`config.mk`:
```
export PLATFORM = sky130hd
export DESIGN_NAME = cobs_packet_arbiter_flat
export DESIGN_NICKNAME = d
export VERILOG_FILES = /design/src/rtl/cobs_packet_arbiter_pkg.sv /design/src/rtl/cobs_packet_arbiter_if.sv /design/src/rtl/cobs_packet_arbiter_rr_arbiter.sv /design/src/rtl/cobs_packet_arbiter.sv /design/src/flat_wrapper.sv
export SDC_FILE = /design/constraint.sdc
export NUM_CORES = 1
export LEC_CHECK = 0
export CAP_MARGIN = 40
export CORE_MARGIN = 2
export CORE_UTILIZATION = 31
export DETAILED_ROUTE_END_ITERATION = 10
export GPL_ROUTABILITY_DRIVEN = 0
export PLACE_DENSITY = 0.82
export REMOVE_ABC_BUFFERS = 1
export SYNTH_ARGS = -nofsm -noshare
export SYNTH_HDL_FRONTEND = slang
export SYNTH_HIERARCHICAL = 1
export SYNTH_SLANG_ARGS = --single-unit
```
`constraint.sdc`:
```
create_clock -name clk -period 1.6 [get_ports clk]
set_input_delay 0.32 -clock clk [delete_from_list [all_inputs] [get_ports clk]]
set_output_delay 0.32 -clock clk [all_outputs]
set_load 0.02 [all_outputs]
```
`src/rtl/cobs_packet_arbiter_pkg.sv`:
```
// cobs_packet_arbiter_pkg: shared state type and constants for the COBS packet arbiter
package cobs_arb_pkg;
  typedef enum logic [2:0] {
    IDLE    = 3'd0,
    HEADER  = 3'd1,
    PAYLOAD = 3'd2,
    ABORT   = 3'd3,
    DRAIN   = 3'd4
  } state_t;
  localparam int HEADER_W = 8;
  localparam logic [7:0] ABORT_FILL_BYTE = 8'h00;
  localparam int TIMEOUT_CNT_W = 16;
endpackage

```
`src/rtl/cobs_packet_arbiter_if.sv`:
```
// cobs_packet_arbiter_if: 8-bit AXI-stream link from the arbiter into the COBS encoder
interface axis_interface;
  import cobs_arb_pkg::*;
  logic [HEADER_W-1:0] tdata;
  logic tvalid;
  logic tready;
  logic tlast;
  logic tuser;
  modport master (output tdata, tvalid, tlast, tuser, input tready);
  modport slave (input tdata, tvalid, tlast, tuser, output tready);
endinterface

```
`src/rtl/cobs_packet_arbiter_rr_arbiter.sv`:
```
// rr_arbiter: combinational round-robin pick of the first requester after last_ptr
module rr_arbiter #(
  parameter int N = 4,
  localparam int W = $clog2(N)
) (
  input  logic [N-1:0] req,
  input  logic [W-1:0] last_ptr,
  output logic [W-1:0] winner,
  output logic any_req
);
  logic [W-1:0] idx;
  assign any_req = |req;
  // scan from farthest to nearest so the nearest requester after last_ptr wins
  always_comb begin
    winner = last_ptr;
    idx = '0;
    for (int k = N; k >= 1; k--) begin
      idx = W'((int'(last_ptr) + k) % N);
      if (req[idx]) winner = idx;
    end
  end
endmodule

```
`src/rtl/cobs_packet_arbiter.sv`:
```
// cobs_packet_arbiter: per-packet round-robin mux with source-ID header feeding a COBS encoder; ARB_TIMEOUT_EN adds mid-packet abort/drain
module cobs_packet_arbiter
  import cobs_arb_pkg::*;
#(
  parameter int NUM_SOURCES = 4,
  parameter int TIMEOUT_CYCLES = 256,
  localparam int GW = $clog2(NUM_SOURCES)
) (
  input  logic clk,
  input  logic reset,
  input  logic [8*NUM_SOURCES-1:0] s_tdata,
  input  logic [NUM_SOURCES-1:0] s_tvalid,
  output logic [NUM_SOURCES-1:0] s_tready,
  input  logic [NUM_SOURCES-1:0] s_tlast,
  input  logic [NUM_SOURCES-1:0] s_tuser,
  axis_interface.master encoded_src,
  output logic [GW-1:0] grant_id,
  output logic busy
);
  state_t state;
  logic [GW-1:0] rr_ptr, winner;
  logic any_req, g_valid, g_last, g_user, xfer, timed_out;
  logic in_hdr, in_pay, in_abt, in_drn;
  logic [7:0] g_data;
  if (NUM_SOURCES < 2 || NUM_SOURCES > 16 || TIMEOUT_CYCLES < 1 || TIMEOUT_CYCLES >= 2 ** TIMEOUT_CNT_W) begin : g_bad_param
    $error("cobs_packet_arbiter: parameter out of range");
  end
  rr_arbiter #(.N(NUM_SOURCES)) u_rr (
    .req(s_tvalid),
    .last_ptr(rr_ptr),
    .winner(winner),
    .any_req(any_req)
  );
  assign g_valid = s_tvalid[grant_id];
  assign g_last = s_tlast[grant_id];
  assign g_user = s_tuser[grant_id];
  assign g_data = s_tdata[8*grant_id +: 8];
  assign in_hdr = state == HEADER;
  assign in_pay = state == PAYLOAD;
`ifdef ARB_TIMEOUT_EN
  logic [TIMEOUT_CNT_W-1:0] idle_cnt;
  assign in_abt = state == ABORT;
  assign in_drn = state == DRAIN;
  assign timed_out = !g_valid && idle_cnt == TIMEOUT_CNT_W'(TIMEOUT_CYCLES - 1);
  // count consecutive payload cycles the granted source sits idle; a stalled beat is not idle
  always_ff @(posedge clk) idle_cnt <= (reset || !in_pay || xfer) ? '0 : !g_valid ? idle_cnt + 1'b1 : idle_cnt;
`else
  assign in_abt = 1'b0;
  assign in_drn = 1'b0;
  assign timed_out = 1'b0;
`endif
  assign encoded_src.tvalid = in_hdr | in_abt | (in_pay & g_valid);
  assign encoded_src.tdata = in_hdr ? HEADER_W'(grant_id) : in_pay ? g_data : in_abt ? ABORT_FILL_BYTE : '0;
  assign encoded_src.tlast = in_abt | (in_pay & g_last);
  assign encoded_src.tuser = in_abt | (in_pay & g_user);
  assign s_tready = (in_drn | (in_pay & encoded_src.tready)) ? NUM_SOURCES'(1) << grant_id : '0;
  assign xfer = encoded_src.tvalid & encoded_src.tready;
  assign busy = state != IDLE;
  // packet FSM; the grant is latched in IDLE and held until the packet (or its drain) completes
  always_ff @(posedge clk) begin
    if (reset) begin
      state <= IDLE;
      rr_ptr <= GW'(NUM_SOURCES - 1);
      grant_id <= '0;
    end else begin
      case (state)
        IDLE: if (any_req) begin
          grant_id <= winner;
          rr_ptr <= winner;
          state <= HEADER;
        end
        HEADER: if (encoded_src.tready) state <= PAYLOAD;
        PAYLOAD: if (xfer && g_last) state <= IDLE; else if (timed_out) state <= ABORT;
`ifdef ARB_TIMEOUT_EN
        ABORT: if (encoded_src.tready) state <= DRAIN;
        DRAIN: if (g_valid && g_last) state <= IDLE;
`endif
        default: state <= IDLE;
      endcase
    end
  end
endmodule
```
`src/flat_wrapper.sv`:
```
// flat-port wrapper written by rule: the top's interface ports become plain ports
module cobs_packet_arbiter_flat import cobs_arb_pkg::*;
#(
  parameter int NUM_SOURCES = 4,
  parameter int TIMEOUT_CYCLES = 256,
  localparam int GW = $clog2(NUM_SOURCES)
)
  (clk, reset, s_tdata, s_tvalid, s_tready, s_tlast, s_tuser, grant_id, busy, encoded_src_tdata, encoded_src_tvalid, encoded_src_tlast, encoded_src_tuser, encoded_src_tready);
  axis_interface encoded_src_i ();
  input  logic clk;
  input  logic reset;
  input  logic [8*NUM_SOURCES-1:0] s_tdata;
  input  logic [NUM_SOURCES-1:0] s_tvalid;
  output logic [NUM_SOURCES-1:0] s_tready;
  input  logic [NUM_SOURCES-1:0] s_tlast;
  input  logic [NUM_SOURCES-1:0] s_tuser;
  output logic [GW-1:0] grant_id;
  output logic busy;
  output wire logic [$bits(encoded_src_i.tdata)-1:0] encoded_src_tdata;
  output wire logic [$bits(encoded_src_i.tvalid)-1:0] encoded_src_tvalid;
  output wire logic [$bits(encoded_src_i.tlast)-1:0] encoded_src_tlast;
  output wire logic [$bits(encoded_src_i.tuser)-1:0] encoded_src_tuser;
  input wire logic [$bits(encoded_src_i.tready)-1:0] encoded_src_tready;
  assign encoded_src_tdata = encoded_src_i.tdata;
  assign encoded_src_tvalid = encoded_src_i.tvalid;
  assign encoded_src_tlast = encoded_src_i.tlast;
  assign encoded_src_tuser = encoded_src_i.tuser;
  assign encoded_src_i.tready = encoded_src_tready;
  cobs_packet_arbiter #(.NUM_SOURCES(NUM_SOURCES), .TIMEOUT_CYCLES(TIMEOUT_CYCLES)) u_core (.clk(clk), .reset(reset), .s_tdata(s_tdata), .s_tvalid(s_tvalid), .s_tready(s_tready), .s_tlast(s_tlast), .s_tuser(s_tuser), .encoded_src(encoded_src_i), .grant_id(grant_id), .busy(busy));
endmodule
```
After elaboration in Yosys (flattened, before gate mapping)
Cells that the tools add are included.
Widths: inputs -> output; s select.

cells by class
  bitwise logic cells = 6
  magnitude comparators = 5
  mux-type cells = 25
  shift operators = 2
  reductions and logical operators = 6
  $add $sub $neg = 4
  equality and inequality tests = 5

operators with widths
  operator             number
  $shiftx 32x6->8      1
  $mux 8               2
  $lt 2x3->1 const B   5
  $bmux 1 s2           7
  $mux 3               3
  $pmux 3 s3           1
  $mux 2               4
  $mux 1               7
  $and 1x1->1          5
  $add 2x1->2 const B  2
  $add 2x2->2 const B  2
  $mux 4               1
  $ne 2x2->1 const B   2
  $reduce_or 4->1      1
  $shl 1x2->4 const A  1
  $eq 3x1->1 const B   1
  $eq 3x2->1 const B   1
  $logic_not 3->1      1
  $reduce_and 3->1     1
  $reduce_bool 3->1    1
  $ne 2x1->1 const B   1
  $reduce_and 2->1     1
  $logic_and 1x1->1    1
  $or 1x1->1           1

storage, ports and cells
  output and inout port bits = 18
  input bits = 47
  register bits = 7
  logic and storage cells = 56

Logic depth before layout (Yosys ltp)
Gate-level depths: netlist (run 1).

  depth in word-level cells = 8
  depth in mapped cells = 6

Modules after synthesis
Netlist (run 1), hierarchy kept.

modules (own cells, without submodules)
  module               seq. area each (um^2)  area an instance (um^2)  cells each  instances
  cobs_packet_arbiter  120.1                  673.1                    68          1
  rr_arbiter           0.0                    72.6                     14          1

Worst setup path before layout (run 1)
OpenSTA, ideal clock, no wires.

  path type = flip-flop to output port
  start = reg u_core.grant_id[0]
  end = out encoded_src_tdata[6]
  cell stages (with the launch flop) = 5
  buffers on the path = 2
  setup slack = -0.173 ns
  data arrival time = 1.453 ns
  required time = 1.280 ns
  cells stage by stage = dfxtp_1 buf_6 buf_8 mux4_2 and2_1

on the way
  longest elaborated chain between the ends = 3

ends and longest elaborated chain
  item                      RTL line                   RTL
  start: declaration        cobs_packet_arbiter.sv:17  output logic [GW-1:0] grant_id,
  start signal: assignment  cobs_packet_arbiter.sv:68  grant_id <= winner;
  $shiftx 32x6->8           cobs_packet_arbiter.sv:37  assign g_data = s_tdata[8*grant_id +: 8];
  $mux 8 (2 in series)      cobs_packet_arbiter.sv:53  assign encoded_src.tdata = in_hdr ? HEADER_W'(grant_id) : in_pay ? g_data : in_abt ? ABORT_FILL_BYTE : '0;
  end: declaration          flat_wrapper.sv:19         output wire logic [$bits(encoded_src_i.tdata)-1:0] encoded_src_tdata;

No other way between the ends.

Worst setup path in the final report (run 1)
  start = reg u_core.grant_id[0]
  end = out encoded_src_tdata[1]

Same word-level chain as after synthesis.

==> results.sh, run 1 <==
export IMPL_dp_hpwl_um=2200
export IMPL_syn_avg_cell_area_um2=9.09
export IMPL_grt_pass1_vias=1074
export IMPL_slew_violations=0
export IMPL_synth_compound_area_frac=0.121
export IMPL_yosysUniqueCellTypes=26
export IMPL_antenna_found_initial=0
export IMPL_ff2ff_setup_slack_ps=30
export IMPL_place_inst=189
export IMPL_first_iter_violations=22
export IMPL_drc=0
export IMPL_max_stage_delay_ps=500
export IMPL_placed_cell_area_um2=1560
export IMPL_worstMarginPinSlew_ps=269
export IMPL_num_vias=1058
export IMPL_fin_area_um2=1810
export IMPL_setup_viol=15
export IMPL_clkTransAtPathRegs_ps=40
export IMPL_nNetsFinal=223
export IMPL_ir_worst_vdd_v=0.000718
export IMPL_min_to="u_core/rr_ptr[0]"
export IMPL_muxShareOfSynthArea=0.386
export IMPL_setup_slack_ps=-339
export IMPL_synthAdderAreaFrac=0
export IMPL_cpMostUsedCell="buf_6"
export IMPL_postRouteAntennaNets=0
export IMPL_reg2reg_to="u_core/state[1]"
export IMPL_fin_cells=202
export IMPL_cts_root_buffer="clkbuf_4"
export IMPL_yosysTopAreaCell="mux4_1"
export IMPL_grt_max_degree=9
export IMPL_insertedDiodeCount=0
export IMPL_die_area_um2=2810
export IMPL_ys_flop_type="dfxtp_1"
export IMPL_drive_gt1_frac=0.477
export IMPL_crit_chain="buf_6, mux4_2, a22o_1, buf_6"
export IMPL_fin_util=0.812
export IMPL_dr_pass1_iters=4
export IMPL_layout_min_cycle_time_ps=1940
export IMPL_cts_buffer_depth=2
export IMPL_finalHoldViolations=0
export IMPL_ctsHoldBuffers=0
export IMPL_wl_per_cell_um=18.1
export IMPL_leakage_nw=0.782
export IMPL_cts_sinks=6
export IMPL_worstSetupPathType="flip-flop to output pin"
export IMPL_worstSkewPairLatency_ps=250
export IMPL_crit_slowest_cell="mux4_2"
export IMPL_area_growth_pct=143
export IMPL_r2r_start="u_core/grant_id[0]"
export IMPL_netlist_area_leader_share=0.211
export IMPL_start_kind="flip-flop"
export IMPL_yosys_area_share_simple=0.253
export IMPL_whs_path_depth=2
export IMPL_die_w_um=53.0
export IMPL_slew_headroom=0.821
export IMPL_num_rows=17
export IMPL_drt_total_wl_um=3660
export IMPL_critPathRequiredTime_ps=1280
export IMPL_endpoint_kind="output pin"
export IMPL_avgViaCountPerCell=5.24
export IMPL_pwr_density_cell_nw_per_um2=575
export IMPL_numCtsBuffers=3
export IMPL_violations="negative setup slack"
export IMPL_ios=65
export IMPL_start_util=0.334
export IMPL_timing_final_crit_share=1.21
export IMPL_grt_pass1_wl_um=4800
export IMPL_cts_max_level=1
export IMPL_hold_start="u_core/rr_ptr[0]"
export IMPL_yosys_register_bits=6
export IMPL_synth_edf_count=0
export IMPL_max_cap_violations=0
export IMPL_rsz0062_at_grt="yes"
export IMPL_seq_area_frac_synth=0.161
export IMPL_yosys_warnings=6
export IMPL_synthArstFlopShare=0
export IMPL_cts_tree="yes"
export IMPL_cp_max_fo=4
export IMPL_syn_area_um2=746
export IMPL_finClkSkew_ps=6.34
export IMPL_r2r_cells=6
export IMPL_grt_overflow=0
export IMPL_gr_usage_all_layers=0.241
export IMPL_die_y_um=53.0
export IMPL_portBuffers=64
export IMPL_synth_area_leaders="mux4_1 (21%), dfxtp_1 (16%), mux4_2 (12%)"
export IMPL_core_area_um2=2230
export IMPL_synth_xor_area_frac=0
export IMPL_synth_top_family_by_area="multiplexers"
export IMPL_synthCells=82
export IMPL_fmax_ghz=0.516
export IMPL_hold_class="flip-flop to flip-flop"
export IMPL_arrival_ps=1620
export IMPL_outcome="finished, violations left"
timing repair:
action,CTS,global route
setup buffers,4,5
hold endpoints to repair,0,0
resized for setup,117,25
cloned,2,0
setup endpoints to repair,18,16
pin swaps,9,3
synthesized netlist by cell type (2+ instances only):
library cell,number
nand3_1,3
nor2_1,7
buf_2,2
dfxtp_1,6
nand2_1,12
mux2i_1,4
nor2b_1,2
and2_1,7
a21oi_1,6
mux4_2,4
inv_1,5
mux4_1,6
nor3_1,5
registers in the layout (all words and copies together), names as in the netlist:
name	count
u_core/grant_id	2
u_core/rr_ptr	2
u_core/state	2
power by group:
| group | switching, mW | total [mW] | internal, mW |
|---|---|---|---|
| combinational | 0.265 | 0.702 | 0.437 |
| clock | 0.0546 | 0.139 | 0.0848 |
| sequential | 0.0310 | 0.203 | 0.172 |
| total | 0.350 | 1.04 | 0.694 |
worst max-delay path by stage:
stage / start / end / slack [ps] / depth (start not counted)
floorplan: u_core/grant_id[0] / encoded_src_tdata[1] / -450 / 2
global placement: s_tvalid[0] / encoded_src_tvalid / -680 / 4
detailed placement: s_tvalid[0] / encoded_src_tvalid / -720 / 4
CTS: u_core/grant_id[0] / encoded_src_tvalid / -330 / 4
global route: u_core/grant_id[0] / encoded_src_tdata[1] / -410 / 4
finish: u_core/grant_id[0] / encoded_src_tdata[1] / -340 / 4
cell type report:
| cell class | count | area, um^2 |
|---|---|---|
| Timing Repair Buffer | 94 | 957 |
| Tap cell | 28 | 35.0 |
| Inverter | 5 | 18.8 |
| Sequential cell | 6 | 129 |
| Fill cell | 136 | 419 |
| Multi-Input combinational cell | 66 | 652 |
| Clock buffer | 3 | 22.5 |
metrics by stage:
stage	total power [mW]	worst slack [ps]	hold slack [ps]	TNS [ps]
final	1.04	-339	572	-2790
after global routing	1.10	-405	588	-3630
after CTS	0.986	-335	555	-2860
after detailed placement	0.734	-721	530	-8530
after global placement	0.715	-682	498	-8040
after floorplan	0.426	-453	389	-4650
cell usage in the layout (no fill, tap or decap), types with 2 or more instances in the layout:
master	n
nor3_1	3
nor2_1	4
buf_4	22
nor2_4	2
nand2_1	11
nand3_1	2
dfxtp_4	2
dfxtp_1	3
mux4_2	10
dlygate4sd2_1	2
mux2i_1	2
clkdlybuf4s50_1	44
and2_4	7
inv_1	5
clkbuf_4	3
buf_12	3
a21oi_1	6
buf_6	19
metal layers:
metal  share of wire  vias to the layer above  global-route usage  wire, um
met5               0                        -                   0         0
met4           0.017                        0              0.0470        61
met3           0.058                        6              0.0593       212
met2            0.57                       50               0.498      2080
met1            0.36                      516               0.235      1300
li1                -                      486                   -         -
cell families after synthesis:
kind of cell / count (synthesis)
AO/OA/AOI/OAI: 13
AND/OR/NAND/NOR: 39
buffers and inverters: 10
flip-flops: 6
multiplexers: 14
worst max-delay path: cells and delay by family (launching register included):
kind,cells,cell delay [ps]
AO/OA/AOI/OAI,1,240
buffers and inverters,2,260
flip-flops,1,370
multiplexers,1,500
Note: power is estimated with default switching activity, not from simulation.
==> run 2: changes to the inputs <==
--- a/config.mk
+++ b/config.mk
@@ -5,7 +5,7 @@
 export SDC_FILE = /design/constraint.sdc
 export NUM_CORES = 1
 export LEC_CHECK = 0
-export CAP_MARGIN = 40
+export CAP_MARGIN = 30
 export CORE_MARGIN = 2
 export CORE_UTILIZATION = 31
 export DETAILED_ROUTE_END_ITERATION = 10
==> results of run 2 <==
No change in the layout: final DEF, timing and power equal those of run 1.
==> run 3: changes to the inputs <==
--- a/config.mk
+++ b/config.mk
@@ -10,7 +10,7 @@
 export CORE_UTILIZATION = 31
 export DETAILED_ROUTE_END_ITERATION = 10
 export GPL_ROUTABILITY_DRIVEN = 0
-export PLACE_DENSITY = 0.82
+export PLACE_DENSITY = 0.9
 export REMOVE_ABC_BUFFERS = 1
 export SYNTH_ARGS = -nofsm -noshare
 export SYNTH_HDL_FRONTEND = slang
==> run 3 against run 2 <==
Net effect:
- non-clock buffer count fell by 1
- hold slack improved by 44 ps
- wire length rose by 19%
- highest routed layer unchanged
- the run still ends with negative setup slack left
- die area did not move
==> results.sh, run 3 (synthesized netlist as in run 1, its figures left out) <==
export IMPL_outcome="finished, violations left"
export IMPL_violations="negative setup slack"
export IMPL_ctsHoldBuffers=0
export IMPL_dp_hpwl_um=2420
export IMPL_grt_max_degree=9
export IMPL_die_y_um=53.0
export IMPL_rsz0062_at_grt="yes"
export IMPL_num_rows=17
export IMPL_cp_startpoint="u_core/grant_id[0]"
export IMPL_hold_slack_ps=616
export IMPL_r2r_cells=6
export IMPL_start_util=0.334
export IMPL_setup_slack_ps=-360
export IMPL_pwr_density_cell_nw_per_um2=585
export IMPL_arrival_ps=1640
export IMPL_grt_overflow=0
export IMPL_final_common_cell="clkdlybuf4s50_1"
export IMPL_fmax_ghz=0.510
export IMPL_fin_cells=201
export IMPL_ios=65
export IMPL_max_cap_violations=0
export IMPL_ir_worst_vdd_v=0.000483
export IMPL_grt_pass1_vias=1119
export IMPL_reg2reg_to="u_core/state[1]"
export IMPL_crit_chain="buf_6, mux4_1, and2_1, buf_2"
export IMPL_timing_final_crit_share=1.23
export IMPL_drt_total_wl_um=4370
export IMPL_use_met1=0.212
export IMPL_max_stage_delay_ps=560
export IMPL_nNetsFinal=222
export IMPL_clkTransAtPathRegs_ps=50
export IMPL_avgViaCountPerCell=5.79
export IMPL_drive_gt1_frac=0.451
export IMPL_cp_max_fo=7
export IMPL_crit_cells=4
export IMPL_numCtsBuffers=3
export IMPL_grt_pass1_wl_um=4910
export IMPL_area_growth_pct=135
export IMPL_r2r_start="u_core/grant_id[1]"
export IMPL_drc=0
export IMPL_die_w_um=53.0
export IMPL_finClkSkew_ps=11.8
export IMPL_crit_end="encoded_src_tdata[5]"
export IMPL_crit_slowest_cell="mux4_1"
export IMPL_dr_pass1_iters=4
export IMPL_num_vias=1163
export IMPL_insertedDiodeCount=0
export IMPL_critPathRequiredTime_ps=1280
export IMPL_placed_cell_area_um2=1520
export IMPL_layout_min_cycle_time_ps=1960
export IMPL_slew_headroom=0.806
export IMPL_leakage_nw=0.764
export IMPL_finalSetupTns_ps=-3400
export IMPL_setup_viol=15
export IMPL_cts_sinks=6
export IMPL_first_iter_violations=48
export IMPL_antenna_found_initial=0
export IMPL_worstSkewPairLatency_ps=260
export IMPL_finalHoldViolations=0
export IMPL_worstMarginPinSlew_ps=290
export IMPL_grtUsageMet2=0.506
export IMPL_start_kind="flip-flop"
export IMPL_crit_family="multiplexers"
export IMPL_fin_area_um2=1750
export IMPL_cts_root_buffer="clkbuf_4"
export IMPL_top_regs="u_core/grant_id x2, u_core/rr_ptr x2, u_core/state x2"
export IMPL_grt_busiest_layer="met2"
export IMPL_ff2ff_setup_slack_ps=100
export IMPL_slew_violations=0
export IMPL_hold_class="flip-flop to flip-flop"
export IMPL_cts_max_level=1
export IMPL_fin_util=0.784
export IMPL_portBuffers=64
export IMPL_crit_buf_inv=2
export IMPL_endpoint_kind="output pin"
export IMPL_postRouteAntennaNets=0
export IMPL_wl_per_cell_um=21.7
export IMPL_cts_buffer_depth=2
export IMPL_die_area_um2=2810
export IMPL_place_inst=187
export IMPL_final_cell_mix="clkdlybuf4s50_1 (44), buf_4 (27), buf_6 (15)"
export IMPL_worstSetupPathType="flip-flop to output pin"
export IMPL_gr_usage_all_layers=0.240
export IMPL_core_area_um2=2230
export IMPL_cts_tree="yes"
export IMPL_use_met3=0.0480
run 3: changes by cell type in the layout (fill, tap and decap cells not counted), moves of 2 or more:
cell,previous run,this run
buf_4,22,27
buf_6,19,15
buf_12,3,0
and2_1,0,2
and2_4,7,5
buf_8,0,2
mux4_1,0,2
mux4_2,10,8
run 3: per-stage QoR:
| stage | power (mW) | setup slack, ps |
|---|---|---|
| floorplan | 0.426 | -453 |
| global placement | 0.685 | -722 |
| detailed placement | 0.712 | -746 |
| CTS | 0.919 | -332 |
| global route | 1.06 | -442 |
| finish | 1.02 | -360 |
run 3: worst min path at each step:
| stage | start | to | slack [ps] | cells past startpoint |
|---|---|---|---|---|
| CTS | u_core/state[1] | u_core/state[0] | 560 | 2 |
| global route | u_core/grant_id[0] | u_core/grant_id[0] | 650 | 3 |
| finish | u_core/grant_id[0] | u_core/grant_id[0] | 620 | 3 |
| global placement | u_core/state[1] | u_core/state[0] | 520 | 2 |
| detailed placement | u_core/state[1] | u_core/state[0] | 540 | 2 |
| floorplan | reset | u_core/grant_id[0] | 390 | 1 |
run 3: repair_timing:
item	CTS	global route
resized for setup	105	31
endpoints found under the setup margin	18	15
buffers inserted	7	4
pin swaps	7	5
run 3: final cells by class:
class,instances,area (um^2)
tap,28,35.0
multi-input combinational,66,666
fill,137,483
clock buffer,3,22.5
inverter,5,18.8
timing repair buffer,93,882
sequential,6,126
run 3: power breakdown:
group          internal, mW  leakage (nW)  total, mW  switching [mW]
Sequential            0.172        0.0512      0.199          0.0275
Clock                0.0855        0.0138      0.150          0.0642
Combinational         0.390         0.699      0.675           0.285
Total                 0.647         0.764       1.02           0.377
run 3: worst min-delay path, stage by stage (launching register included):
cell,delay (ps)
dfxtp_2,330
buf_6,140
nand2_1,60
a21oi_1,50
run 3: layer usage:
metal | vias to the layer above | part of all wire
li1 | 495 | -
met1 | 533 | 0.33
met2 | 102 | 0.51
met5 | - | 0
met4 | 0 | 0.071
met3 | 33 | 0.090
